<file path="src/rtl/mem_arbiter.sv">
// mem_arbiter: shares one single-port RAM between instruction fetch and load/store, LS first with IF anti-starvation
module mem_arbiter #(
   parameter int ADDR_W     = 7,
   parameter int RD_LAT     = 1,
   parameter int STARVE_MAX = 4
) (
   input  logic              clk,
   input  logic              rst,
   input  logic              if_req,
   input  logic [ADDR_W-1:0] if_addr,
   output logic              if_gnt,
   output logic              if_rvalid,
   output logic [31:0]       if_rdata,
   input  logic              ls_req,
   input  logic              ls_we,
   input  logic [3:0]        ls_be,
   input  logic [ADDR_W-1:0] ls_addr,
   input  logic [31:0]       ls_wdata,
   output logic              ls_gnt,
   output logic              ls_rvalid,
   output logic [31:0]       ls_rdata,
   output logic              ram_wren,
   output logic [3:0]        ram_be,
   output logic [ADDR_W-1:0] ram_addr,
   output logic [31:0]       ram_wdata,
   input  logic [31:0]       ram_rdata
);
   typedef enum logic [1:0] {IDLE, ACCESS, WAIT, RESP} state_t;
   state_t      r_state;
   logic        r_ls;
   logic        r_we;
   logic [3:0]  r_starve;
   logic [1:0]  r_lat;
   logic        w_idle;
   logic        w_if_sel;
   assign w_idle   = (r_state == IDLE) && !rst;
   assign w_if_sel = if_req && (!ls_req || r_starve == 4'(STARVE_MAX));
   assign if_gnt   = w_idle && w_if_sel;
   assign ls_gnt   = w_idle && ls_req && !w_if_sel;
   // arbitration, request capture, RAM drive and response sequencing
   always_ff @(posedge clk or posedge rst) begin
      if (rst) begin
         r_state   <= IDLE;
         r_ls      <= 1'b0;
         r_we      <= 1'b0;
         r_starve  <= '0;
         r_lat     <= '0;
         if_rvalid <= 1'b0;
         if_rdata  <= '0;
         ls_rvalid <= 1'b0;
         ls_rdata  <= '0;
         ram_wren  <= 1'b0;
         ram_be    <= '0;
         ram_addr  <= '0;
         ram_wdata <= '0;
      end else begin
         ram_wren  <= 1'b0;
         if_rvalid <= 1'b0;
         ls_rvalid <= 1'b0;
         case (r_state)
            IDLE: begin
               r_starve <= (if_gnt || !if_req) ? 4'd0 :
                           (ls_gnt && r_starve != 4'(STARVE_MAX)) ? r_starve + 4'd1 : r_starve;
               if (if_gnt || ls_gnt) begin
                  r_ls      <= ls_gnt;
                  r_we      <= ls_gnt && ls_we;
                  ram_wren  <= ls_gnt && ls_we;
                  ram_be    <= ls_gnt ? ls_be : 4'd0;
                  ram_addr  <= ls_gnt ? ls_addr : if_addr;
                  ram_wdata <= ls_gnt ? ls_wdata : 32'd0;
                  r_state   <= ACCESS;
               end
            end
            ACCESS: begin
               r_lat   <= 2'(RD_LAT - 1);
               r_state <= r_we ? IDLE : WAIT;
            end
            WAIT: begin
               r_lat <= r_lat - 2'd1;
               if (r_lat == 2'd0) begin
                  r_state   <= RESP;
                  ls_rvalid <= r_ls;
                  if_rvalid <= !r_ls;
                  ls_rdata  <= r_ls ? ram_rdata : ls_rdata;
                  if_rdata  <= r_ls ? if_rdata : ram_rdata;
               end
            end
            default: r_state <= IDLE;
         endcase
      end
   end
endmodule

</file>
<file path="config.mk">
export PLATFORM = sky130hd
export DESIGN_NAME = mem_arbiter
export DESIGN_NICKNAME = d
export VERILOG_FILES = /design/src/rtl/mem_arbiter.sv
export SDC_FILE = /design/constraint.sdc
export NUM_CORES = 1
export LEC_CHECK = 0
export BUFFER_PORTS_ARGS = -buffer_cell sky130_fd_sc_hd__buf_2
export CAP_MARGIN = 20
export CORE_MARGIN = 2
export CORE_UTILIZATION = 40
export DETAILED_ROUTE_END_ITERATION = 8
export PLACE_DENSITY = 0.78
export SLEW_MARGIN = 25
export SYNTH_ARGS = -nofsm -noshare
export SYNTH_HDL_FRONTEND = slang
export SYNTH_SLANG_ARGS = --single-unit
</file>
<file path="constraint.sdc">
create_clock -name clk -period 12.95 [get_ports clk]
set_clock_uncertainty 0.2 [all_clocks]
set_input_delay 2.59 -clock clk [delete_from_list [all_inputs] [get_ports clk]]
set_output_delay 2.59 -clock clk [all_outputs]
set_load 0.05 [all_outputs]
</file>
Word-level counts from Yosys, hierarchy flattened --
Index checks and enable logic that the tools add are counted.
Operators by class: $add $sub $neg 2, eq/ne operators 6, muxes and demuxes 16, bitwise operators 1, reduce and logical (&&, ||, !) cells 24
Operators by type and width (number):
- $mux W32 | 1
- $mux W4 | 3
- $logic_and A1 B1 Y1 | 7
- $mux W7 | 1
- $mux W1 | 6
- $mux W2 | 3
- $pmux W2 S3 | 1
- $reduce_and A2 Y1 | 3
- $reduce_and A3 Y1 | 2
- $logic_not A1 Y1 | 5
- $add A4 B1 Y4 const B | 1
- $eq A4 B3 Y1 const B | 1
- $logic_not A2 Y1 | 2
- $ne A4 B3 Y1 const B | 1
- $pmux W2 S2 | 1
- $reduce_bool A2 Y1 | 2
- $logic_or A1 B1 Y1 | 3
- $eq A2 B1 Y1 const B | 1
- $eq A2 B2 Y1 const B | 1
- $ne A2 B1 Y1 const B | 1
- $ne A2 B2 Y1 const B | 1
- $sub A2 B1 Y2 const B | 1
- $not A1 Y1 | 1
Storage, ports and cells: bits in registers 120, bits of input ports 87, output and inout port bits 112, logic and storage cells 62

Depth between registers and ports, before layout --
depth in word-level cells 8, depth in mapped cells 8, mapped depth without buffers 5

Worst setup path before layout --
Ideal clock, no wire load.
path kind input-to-reg, from input port rst, to register ram_addr[0], setup time 0.126 ns, arrival 6.363 ns, required time 12.624 ns, setup slack 6.261 ns, cell stages on the path 4, buffers on the path 1, cell sequence inv_1 > o211ai_2 > clkbuf_1 > a221o_1
Between the ends: longest elaborated chain between the ends 6, elaborated cells between the ends (all ways) 8, classes of those cells 1 x mux; 7 x reduce/logical
Ends and longest elaborated chain:
- start: declaration | RTL line 8 | input logic rst,
- $logic_not A1 Y1 (no source line) *
- $logic_and A1 B1 Y1 * | RTL line 36 | assign w_idle = (r_state == IDLE) && !rst;
- $logic_and A1 B1 Y1 (2 in series) | RTL line 39 | assign ls_gnt = w_idle && ls_req && !w_if_sel;
- $logic_or A1 B1 Y1 | RTL line 64 | if (if_gnt || ls_gnt) begin
- $reduce_and A2 Y1 (no source line)
- end signal: assignment | RTL line 69 | ram_addr <= ls_gnt ? ls_addr : if_addr;
- end: declaration | RTL line 24 | output logic [ADDR_W-1:0] ram_addr,
Mark *: on every way between the ends. The rest lies on a longest branch, timed or not. A chain may end at the register's enable or synchronous reset.

Final worst setup path --
from input port rst, to output port ls_gnt
Between the ends: longest elaborated chain between the ends 4
Ends and longest elaborated chain:
- $logic_not A1 Y1 (no source line)
- $logic_and A1 B1 Y1 | RTL line 36
- $logic_and A1 B1 Y1 (2 in series) | RTL line 39
- end: declaration | RTL line 19 | output logic ls_gnt,
Every way passes these cells.

==> metrics <==
via count 3321; worst path required time 10.16 ns; drt pass-1 iters 4; CP max stage delay 0.41 ns; area grow syn2layout 37.0%; Critical Path End Type output pin; sequential cell area 0.00300 mm²; Synth area leaders dfrtp_1 (64%), mux2_2 (15%), a22o_1 (6.9%); Setup CP Type in2out; Post-CTS Setup Inserts 0; diode count 0; Worst Hold Endpoint ram_wdata[27]; antenna viol nets, final 0; Avg Vias per Cell 4.98; clock root buffer clkbuf_16; area share of the largest cell type after synthesis 63.8%; # port buffers 198; final hold vios 0; Fillers 910; CTS tree built; Crit path max-delay family buffers and inverters; unrepaired setup endpoints after global routing no; CP Launch Type primary input; row count 39; Avg Cell Area, Syn 15.3 µm²; dpl cells 634; GRT overflow 0; Cells on Worst Hold Path 1; asr flop ratio synth 100%; syn nets 400; CTS clk-pin slew, worst paths 0.05 ns; Synth Cell Area 0.00470 mm²; number of enable flip-flop cells after synthesis 0; fraction of layout cells with a size suffix above 1 58.2%; DP Worst Slack 6.13 ns; Post-Syn Instances 307; worst hold-check path type reg2reg; DP HPWL 7290 µm; setup TNS 0 ns; Slew headroom 39.3%; GR peak layer met2; Slowest cell on crit path and3b_1; list of most frequent post-synthesis cells dfrtp_1 (120), mux2_2 (64), a22o_1 (37); CTS Hold Bufs 0; die area 0.0126 mm²; M2 GR Usage 27.6%; H-tree level count 4; Worst Hold Launch ram_wdata[27]; first-pass GRT wire length 17100 µm; flops & latches, synth 120; Finished Layout Cells 667; initial cell density of the core 41.0%; Achievable Freq 0.146 GHz; Main synth FF type dfrtp_1; hold_ws 0.291 ns; status complete, no violations; cell taking the most area after synthesis dfrtp_1; area taken by multi-input logic gates 0.00156 mm²; initial drt markers 150; most frequent CP cell buf_2; core region area 0.0115 mm²; Post-layout nets 604; GRT Resource Usage Total 17.2%; worst path buffer plus inverter count 3; min Tclk post-route 6.86 ns; FF-to-FF End ls_rdata[20]; CTS Buf Count 17; critical path peak fanout 40; R2R Setup Slk 10.56 ns; register area share after synthesis 63.8%; clock sinks 120; Reg2Reg Depth 4; Clock Path Buffers 2; Die W 112 µm; final WL 10400 µm; drc violations 0; post_cts resized 0; Period Utilization, post-route 53.0%; worst r2r src r_state[0]; DR WL/cell 15.6 µm; CP arrival 4.07 ns; initial antenna violation count 0; Die Ht 112 µm; largest net degree at the start of global routing 62; # Max-Cap Violations 0; top-count cell post-synth dfrtp_1; Final setup viols 0; Synth Warn # 0; clk_lat worst skew 0.40 ns; gpl congestion 0.771; met3 Use GR 6.16%; post-synthesis cell type count 34; I/O pin total 199; Worst-Margin Slew 0.911 ns; vias in the first global route 3470; Slew Viols, Final 0; crit path cell chain buf_2 -> and3b_1 -> nor2b_4 -> buf_4 -> buf_2; worst setup margin 6.09 ns; GR Util met1 21.8%
worst max path at each step:
stage / endpoint / cells after the start / from
3_5_place_dp: ls_gnt / 5 / rst
5_1_grt: ls_gnt / 5 / rst
6_report: ls_gnt / 5 / rst
3_3_place_gp: ls_gnt / 5 / rst
2_1_floorplan: ram_addr[0] / 4 / rst
4_1_cts: ls_gnt / 5 / rst
metrics by stage:
| step | cell area (µm²) | util, % |
|---|---|---|
| global route | 6440 | 56.2 |
| floorplan | 4700 | - |
| CTS | 6420 | 56.0 |
| global placement | 5800 | 50.6 |
| detailed placement | 5800 | 50.6 |
| finish | 6440 | 56.2 |
layout make-up:
cell class	instances	share of cell area (%)
clock buffer	19	6.87
clock inverter	13	2.66
inverter	13	0.796
multi-input combinational	157	24.1
sequential	120	46.6
tap	143	2.78
timing repair buffer	202	16.2
sequential cells by signal, summed over array words and instances, names as in the netlist:
name       count
ram_be         4
r_state        2
ls_rdata      32
r_we           1
if_rdata      32
ram_wdata     32
r_starve       4
r_lat          2
ram_addr       7
ram_wren       1
ls_rvalid      1
r_ls           1
if_rvalid      1
cells by family (layout without fill, tap and decap cells):
kind of cell / count (synthesis) / count (layout) / synth area share, %
buf+inv: 30 / 247 / 3.40
mux: 67 / 67 / 16.0
fa+ha+maj: 6 / 6 / 1.60
compound gates: 58 / 58 / 11.0
flops: 120 / 120 / 63.8
simple gates: 26 / 26 / 4.18
cell usage in the layout, fill, tap and decap left out, types with 2 or more instances in the layout:
cell type and instances:
o21ai_0 3, dfrtp_1 120, inv_1 12, bufinv_16 3, ha_1 6, buf_4 3, clkbuf_16 17, nand2_1 4
nor3b_1 2, inv_6 2, mux2i_1 3, clkinv_4 3, and3b_1 8, a221o_1 7, clkinvlp_4 5, buf_2 198
a22o_1 37, nand3_1 4, mux2_2 64
metal layers:
metal | wire [µm] | up-vias
li1 | - | 1535
met1 | 4480 | 1622
met2 | 4960 | 154
met3 | 837 | 10
met4 | 136 | 0
met5 | 0 | -
Power is left out: the tool's default activity adds up to more than one toggle a clock period on the data nets, which glitch-free logic cannot reach.
